## config.mk

```make
export PLATFORM = sky130hd
export DESIGN_NAME = clock_route_sequencer
export DESIGN_NICKNAME = d
export VERILOG_FILES = /design/src/rtl/clock_route_sequencer.sv
export SDC_FILE = /design/constraint.sdc
export NUM_CORES = 1
export LEC_CHECK = 0
export CAP_MARGIN = 25
export CORE_ASPECT_RATIO = 1.2
export CORE_MARGIN = 5
export CORE_UTILIZATION = 45
export CTS_CLUSTER_DIAMETER = 60
export CTS_CLUSTER_SIZE = 10
export DETAILED_ROUTE_END_ITERATION = 8
export PLACE_DENSITY = 0.74
export SLEW_MARGIN = 15
export SYNTH_ARGS = -nofsm -noshare
export SYNTH_HDL_FRONTEND = slang
export SYNTH_SLANG_ARGS = --single-unit
```

## constraint.sdc

```tcl
create_clock -name clock -period 2.1 [get_ports clock]
set_input_delay 0.525 -clock clock [delete_from_list [all_inputs] [get_ports clock]]
set_output_delay 0.525 -clock clock [all_outputs]
set_load 0.005 [all_outputs]
```

## src/rtl/clock_route_sequencer.sv

```systemverilog
// Sequences enable/disable of gated clock routes one at a time, waits for each gate's
// acknowledge, then enforces a settle gap. Optional ack timeout: CLOCK_ROUTE_TIMEOUT_EN.
//
// state    | meaning
// ---------+-----------------------------------------------------------
// IDLE     | no transition in flight; picks next pending route (round-robin)
// WAIT_ACK | route_enable[cur] driven to target, waiting for route_ack[cur]
// SETTLE   | quiet gap of SETTLE_CYCLES after any route transition
module clock_route_sequencer #(
   parameter int NUM_ROUTE      = 4,
   parameter int SETTLE_CYCLES  = 4,
   parameter int TIMEOUT_CYCLES = 64
) (
   input  logic                 clock,
   input  logic                 resetn,
   input  logic [NUM_ROUTE-1:0] route_req,
   output logic [NUM_ROUTE-1:0] route_enable,
   input  logic [NUM_ROUTE-1:0] route_ack,
   output logic [NUM_ROUTE-1:0] route_status,
   output logic                 busy,
   output logic [NUM_ROUTE-1:0] timeout_err,
   input  logic                 err_clear
);

   localparam int PW = (NUM_ROUTE > 1) ? $clog2(NUM_ROUTE) : 1;
   localparam int SW = (SETTLE_CYCLES > 0) ? $clog2(SETTLE_CYCLES + 1) : 1;

   typedef enum logic [1:0] {
      ST_IDLE     = 2'd0,
      ST_WAIT_ACK = 2'd1,
      ST_SETTLE   = 2'd2
   } state_t;

   // After a transition, a zero-length settle goes straight back to IDLE.
   localparam state_t ST_AFTER = (SETTLE_CYCLES == 0) ? ST_IDLE : ST_SETTLE;

   state_t               r_state, w_nxt_state;
   logic [NUM_ROUTE-1:0] r_enable, w_nxt_enable;
   logic [NUM_ROUTE-1:0] r_status, w_nxt_status;
   logic [PW-1:0]        r_ptr, w_nxt_ptr;
   logic [PW-1:0]        r_cur, w_nxt_cur;
   logic                 r_target, w_nxt_target;
   logic [SW-1:0]        r_scnt, w_nxt_scnt;
   logic                 r_busy;

   logic [NUM_ROUTE-1:0] w_err_mask;
   logic [NUM_ROUTE-1:0] w_pending;
   logic [PW-1:0]        w_sel;
   logic [PW-1:0]        w_idx;
   logic                 w_any;
   logic [PW-1:0]        w_ptr_adv;

`ifdef CLOCK_ROUTE_TIMEOUT_EN
   localparam int TW = $clog2(TIMEOUT_CYCLES + 1);
   logic [TW-1:0]        r_tcnt, w_nxt_tcnt;
   logic [NUM_ROUTE-1:0] r_err, w_nxt_err;
   assign w_err_mask = r_err;
`else
   wire w_unused_cfg = err_clear & (TIMEOUT_CYCLES != 0);
   assign w_err_mask = '0;
`endif

   assign w_pending = (route_req ^ r_status) & ~w_err_mask;
   assign w_ptr_adv = (r_cur == PW'(NUM_ROUTE - 1)) ? '0 : r_cur + PW'(1);

   // Walk from the highest offset down so the lowest offset from r_ptr wins.
   always_comb begin
      w_sel = '0;
      w_any = 1'b0;
      w_idx = '0;
      for (int i = NUM_ROUTE - 1; i >= 0; i--) begin
         w_idx = PW'((int'(r_ptr) + i) % NUM_ROUTE);
         if (w_pending[w_idx]) begin
            w_sel = w_idx;
            w_any = 1'b1;
         end
      end
   end

   always_comb begin
      w_nxt_state  = r_state;
      w_nxt_enable = r_enable;
      w_nxt_status = r_status;
      w_nxt_ptr    = r_ptr;
      w_nxt_cur    = r_cur;
      w_nxt_target = r_target;
      w_nxt_scnt   = r_scnt;
`ifdef CLOCK_ROUTE_TIMEOUT_EN
      w_nxt_tcnt   = r_tcnt;
      w_nxt_err    = err_clear ? '0 : r_err;
`endif
      case (r_state)
         ST_IDLE: begin
            if (w_any) begin
               w_nxt_cur             = w_sel;
               w_nxt_target          = route_req[w_sel];
               w_nxt_enable[w_sel]   = route_req[w_sel];
               w_nxt_state           = ST_WAIT_ACK;
`ifdef CLOCK_ROUTE_TIMEOUT_EN
               w_nxt_tcnt            = TW'(TIMEOUT_CYCLES);
`endif
            end
         end
         ST_WAIT_ACK: begin
            if (route_ack[r_cur] == r_target) begin
               w_nxt_status[r_cur] = r_target;
               w_nxt_ptr           = w_ptr_adv;
               w_nxt_scnt          = SW'(SETTLE_CYCLES);
               w_nxt_state         = ST_AFTER;
            end
`ifdef CLOCK_ROUTE_TIMEOUT_EN
            else if (r_tcnt <= TW'(1)) begin
               w_nxt_err[r_cur]    = 1'b1;
               w_nxt_enable[r_cur] = r_status[r_cur];
               w_nxt_ptr           = w_ptr_adv;
               w_nxt_scnt          = SW'(SETTLE_CYCLES);
               w_nxt_state         = ST_AFTER;
            end else begin
               w_nxt_tcnt = r_tcnt - TW'(1);
            end
`endif
         end
         ST_SETTLE: begin
            if (r_scnt <= SW'(1)) begin
               w_nxt_scnt  = '0;
               w_nxt_state = ST_IDLE;
            end else begin
               w_nxt_scnt = r_scnt - SW'(1);
            end
         end
         default: w_nxt_state = ST_IDLE;
      endcase
   end

   always_ff @(posedge clock) begin
      if (!resetn) begin
         r_state  <= ST_IDLE;
         r_enable <= '0;
         r_status <= '0;
         r_ptr    <= '0;
         r_cur    <= '0;
         r_target <= 1'b0;
         r_scnt   <= '0;
         r_busy   <= 1'b0;
      end else begin
         r_state  <= w_nxt_state;
         r_enable <= w_nxt_enable;
         r_status <= w_nxt_status;
         r_ptr    <= w_nxt_ptr;
         r_cur    <= w_nxt_cur;
         r_target <= w_nxt_target;
         r_scnt   <= w_nxt_scnt;
         r_busy   <= (w_nxt_state != ST_IDLE);
      end
   end

`ifdef CLOCK_ROUTE_TIMEOUT_EN
   always_ff @(posedge clock) begin
      if (!resetn) begin
         r_tcnt <= '0;
         r_err  <= '0;
      end else begin
         r_tcnt <= w_nxt_tcnt;
         r_err  <= w_nxt_err;
      end
   end
   assign timeout_err = r_err;
`else
   assign timeout_err = '0;
`endif

   assign route_enable = r_enable;
   assign route_status = r_status;
   assign busy         = r_busy;

endmodule
```

After elaboration in Yosys (flattened, before gate mapping)
Cells that the tools add are included.
{"block": "classes", "n_addsub": 5, "n_lt_le_gt_ge": 9, "eq_ne": 5, "mux": 34, "n_bitwise": 1, "reduce_logical": 8}
{"op": "$lt 2x3->1 const B", "count": 6}
{"op": "$mux 2", "count": 8}
{"op": "$bmux 1 s2", "count": 6}
{"op": "$mux 1", "count": 12}
{"op": "$bwmux 4", "count": 2}
{"op": "$mux 3", "count": 2}
{"op": "$pmux 2 s3", "count": 1}
{"op": "$pmux 3 s2", "count": 1}
{"op": "$reduce_and 2->1", "count": 3}
{"op": "$add 2x1->2 const B", "count": 2}
{"op": "$add 2x2->2 const B", "count": 2}
{"op": "$demux 1 s2", "count": 2}
{"op": "$eq 2x2->1 const B", "count": 2}
{"op": "$ge 2x1->1 const B", "count": 2}
{"op": "$reduce_bool 2->1", "count": 2}
{"op": "$xor 4x4->4", "count": 1}
{"op": "$le 3x1->1 const B", "count": 1}
{"op": "$sub 3x1->3 const B", "count": 1}
{"op": "$eq 2x1->1 const B", "count": 1}
{"op": "$logic_and 1x1->1", "count": 2}
{"op": "$logic_not 2->1", "count": 1}
{"op": "$ne 2x2->1 const B", "count": 1}
{"op": "$eq 1x1->1", "count": 1}
{"block": "totals", "reg_bits": 19, "inputBits": 11, "output_inout_bits": 13, "word_cells": 70}

Depth between registers and ports, before layout
{"block": "logic_depth", "ltp_word": 12, "ltp_mapped": 7, "depth_no_buf": 7}

Worst setup path before layout
Ideal clock, no wire load.
{"block": "synth_path", "path_kind": "input -> register", "start": "input route_req[0]", "end": "register r_enable[1] (netlist: route_enable[1])", "setup_ns": 0.071, "arrival_time_ns": 1.922, "required_ns": 2.029, "slack_ns": 0.107, "stages": 6, "path_buffers": 1, "path_cell_list": "xor2_1 > and3_1 > buf_6 > a211o_1 > or4_1 > a21oi_1"}
{"block": "synth_via", "elab_chain_len": 12, "elab_cells_between_ends": 26, "classes_between": "2 x order compare; 21 x mux; 1 x bitwise; 2 x reduce/logical"}
{"element": "from (decl)", "line": "16", "source": "input logic [NUM_ROUTE-1:0] route_req,"}
{"element": "$xor 4x4->4", "line": "63", "source": "assign w_pending = (route_req ^ r_status) & ~w_err_mask;"}
{"element": "$bmux 1 s2", "line": "73", "source": "if (w_pending[w_idx]) begin"}
{"element": "$mux 1 (implied by the code)", "line": "73"}
{"element": "$mux 2 (4 in a row)", "line": "73"}
{"element": "$lt 2x3->1 (implied by the code) or $ge 2x1->1 (tied branches)", "line": "97", "source": "w_nxt_enable[w_sel] = route_req[w_sel];"}
{"element": "$logic_and 1x1->1 (implied by the code)", "line": "97"}
{"element": "$mux 1 (implied by the code)", "line": "97"}
{"element": "$demux 1 s2", "line": "97"}
{"element": "$bwmux 4", "line": "97"}
{"element": "to (signal assigned)", "line": "147", "source": "r_enable <= w_nxt_enable;"}
{"element": "to (decl)", "line": "38", "source": "logic [NUM_ROUTE-1:0] r_enable, w_nxt_enable;"}
Parallel ways exist; a longest one is shown, timed or not. The select of a mux whose other input is x is not followed.
A chain may end at the register's enable or synchronous reset.

Worst setup path in the final report
{"block": "layout_path", "start": "register r_status[1] (netlist: route_status[1])", "end": "output route_status[1]"}
{"element": "from (decl)", "line": "39", "source": "logic [NUM_ROUTE-1:0] r_status, w_nxt_status;"}
{"element": "from (signal assigned)", "line": "148", "source": "r_status <= w_nxt_status;"}
{"element": "to (decl)", "line": "19", "source": "output logic [NUM_ROUTE-1:0] route_status,"}
No word-level cell between the ends.

==> results.json <==
{
  "grt_pass1_wl_um": 4498,
  "critical_path_required_ns": 1.57,
  "min_path_cells": 2,
  "initial_utilization_pct": 46.29,
  "fp.dieW_um": 56.55,
  "powerDensity_nw_per_um2": 723.2,
  "min_period_ns": 1.986,
  "routed_via_density": 5.293,
  "p_sw_mw": 0.4184,
  "slew_viol_final": 0,
  "cp.depth": 1,
  "clock_latency_ns": 0.31,
  "end_kind": "output pin",
  "crit_fanout": 6,
  "ys_seq_area_share_pct": 32.51,
  "cpMaxStageDelayCell": "clkdlybuf4s50_1",
  "hold_ws_ns": 0.4927,
  "clock-sinks": 19,
  "r2r_start": "route_status[3]",
  "ys_seq_elements": 19,
  "finalCritPeriodShare_pct": 94.56,
  "tritoncts": "done",
  "path_class": "reg2out",
  "wl_per_cell_um": 14.42,
  "rr_endpoint": "route_enable[3]",
  "wl_um": 3000,
  "final_cell_area_sq_um": 1609,
  "core_sq_um": 2527,
  "holdBufCountCts": 0,
  "fmax_mhz": 503.6,
  "clock_path_buffers": 2,
  "cellLeakagePower_nw": 0.6461,
  "hold_viol": 0,
  "p_int_mw": 0.7453,
  "setup_viol": 0,
  "syn_inst": 137,
  "hold_path.class": "reg2reg",
  "diodes": 0,
  "gp_congestion": 0.8882,
  "portBuffers": 18,
  "fin_cells": 208,
  "clkTransAtPathRegs_ns": 0.12,
  "synth_area_sq_um": 1170,
  "outcome": "complete, no violations",
  "drc_errors": 0,
  "seqPwrFrac_pct": 40.0,
  "io_pins": 24,
  "drtIter0Drc": 37,
  "critPathLaunchType": "flip-flop",
  "cts_root_buffer": "clkbuf_4",
  "power_mw": 1.164,
  "hold_end": "route_enable[1]",
  "max_cap_violations": 0,
  "sw_frac_of_total_pct": 35.95,
  "dr.pass1.iters": 4,
  "yosysWarnings": 0,
  "skew_ns": 0.007561,
  "die_h_um": 65.86,
  "peakVddDrop_v": 0.0004518,
  "area_growth_pct": 37.54,
  "worstPathArrival_ns": 1.46,
  "layout-drive-gt1-share_pct": 21.71,
  "syn_area_per_cell_sq_um": 8.539,
  "final_util_pct": 63.66,
  "netlist-cell-type-count": 42,
  "combinationalPowerShare_pct": 43.3,
  "rsz0062_at_grt": "no",
  "holdCritStartpoint": "route_enable[1]",
  "antenna_left": 0,
  "grt-ovfl-total": 0,
  "grt_max_degree": 13,
  "placed_area_sq_um": 1500,
  "critical_path.cell_chain": "clkdlybuf4s50_1",
  "finalNetCount": 193,
  "die_area_sq_um": 3724,
  "antenna_found_initial": 0,
  "power_frac_clock_pct": 16.7,
  "rows": 20,
  "rr_worst_depth": 6,
  "cpLargestDelayFamily": "buffers and inverters",
  "cp_num_buf_inv": 1,
  "grt_usage_pct": 15.66,
  "dp.cells": 203,
  "hpwl_um": 2299,
  "htree_levels": 1,
  "grt_pass1_vias": 1068,
  "cts_buffers": 3,
  "ff2ff_setup_slack_ns": 0.17,
  "slowest_delay_ns": 0.58,
  "vias": 1101
}
worst max-delay path by stage:
stage	start	endpoint	slack, ns
floorplan	route_req[0]	route_enable[1]	0.11
global placement	route_req[2]	r_target	-0.38
detailed placement	route_req[3]	r_target	-0.40
CTS	route_req[0]	r_target	0.008
global route	route_ack[0]	route_status[0]	0.04
finish	route_status[1]	route_status[1]	0.11
flip-flops by register name, indices dropped and copies added (netlist names):
register / flops
route_enable: 4
route_status: 4
r_scnt: 3
r_cur: 2
r_ptr: 2
r_state: 2
busy: 1
r_target: 1
placed cells by master, fill, tap and decap left out, types with 4 or more instances in the layout:
| cell type | count |
|---|---|
| a21oi_1 | 9 |
| dfxtp_1 | 19 |
| ha_1 | 6 |
| nor2_1 | 16 |
| xor2_2 | 4 |
| conb_1 | 4 |
| xnor2_1 | 4 |
| mux2i_1 | 5 |
| buf_4 | 21 |
| o21ai_0 | 4 |
| inv_1 | 12 |
| nand2_1 | 8 |
| clkdlybuf4s50_1 | 14 |
cells by family after synthesis:
kind of cell | synth area share (%)
adders and majority gates | 6.417
buffers and inverters | 8.342
muxes | 6.203
AOI/OAI and AO/OA | 22.78
xor gates and xnor gates | 7.380
and+or+nand+nor | 16.04
other | 0.3205
DFF | 32.51
per-stage QoR:
stage / TNS [ns] / worst slack (ns)
after detailed placement: -3.589 / -0.3997
after floorplan: 0 / 0.1071
after global routing: 0 / 0.03863
after global placement: -2.958 / -0.3770
final: 0 / 0.1142
after CTS: 0 / 0.008368
power groups by stage:
| stage | Clock (mW) | Sequential (mW) | Combinational, mW |
|---|---|---|---|
| floorplan | 0 | 0.459 | 0.261 |
| global placement | 0 | 0.470 | 0.444 |
| detailed placement | 0 | 0.473 | 0.458 |
| CTS | 0.197 | 0.465 | 0.478 |
| global route | 0.213 | 0.474 | 0.541 |
| finish | 0.194 | 0.466 | 0.503 |
per-layer routing:
layer | GRT usage, % | routed length [um]
met3 | 1.758 | 75
met5 | 0 | 0
met4 | 11.28 | 79
met2 | 27.89 | 1612
met1 | 16.99 | 1232
final cells by class:
class                   count  area (sq um)
fillers                   226         918.4
multi-input cells         101         778.2
flip-flops and latches     19         380.4
repair buffers             39         336.6
inverters                  12         45.04
well taps                  33         41.29
clock buffers               3         22.52
clock inverters             1         5.005
cells in the mapped netlist:
cell type,instances,area share [%]
dfxtp_1,19,33
nor2_1,16,5.1
inv_1,12,3.8
a21oi_1,10,4.3
nand2_1,8,2.6
ha_1,6,6.4
mux2i_1,5,4.3
o21ai_0,5,2.1
xnor2_1,5,3.7
buf_4,4,2.6
a211oi_1,3,1.9
clkbuf_1,3,0.96
nor2b_1,3,1.6
xor2_1,3,2.2
a2111oi_0,2,1.5
a211o_1,2,1.5
a31oi_1,2,1.1
nand3b_1,2,1.3
nand4_1,2,1.1
o41a_1,2,1.9
or3_1,2,1.1
a221o_1,1,0.86
a22o_1,1,0.75
and3_1,1,0.54
buf_6,1,0.96
conb_1,1,0.32
mux4_2,1,1.9
nand2b_1,1,0.54
nor3_1,1,0.43
nor3b_1,1,0.64
nor4_1,1,0.54
o21a_1,1,0.64
o21ai_1,1,0.43
o21ai_2,1,0.75
o21ba_2,1,0.86
o21bai_1,1,0.64
o311ai_0,1,0.75
o31ai_1,1,0.64
o41ai_1,1,0.75
o41ai_2,1,1.4
or4_1,1,0.64
xor2_2,1,1.4
repair_timing:
item                                    4_1_cts  5_1_grt
pin swaps                                     2        2
buffers inserted                              0        1
endpoints found under the setup margin        4        5
gates resized for setup                      12        4
(Power assumes the default switching activity.)
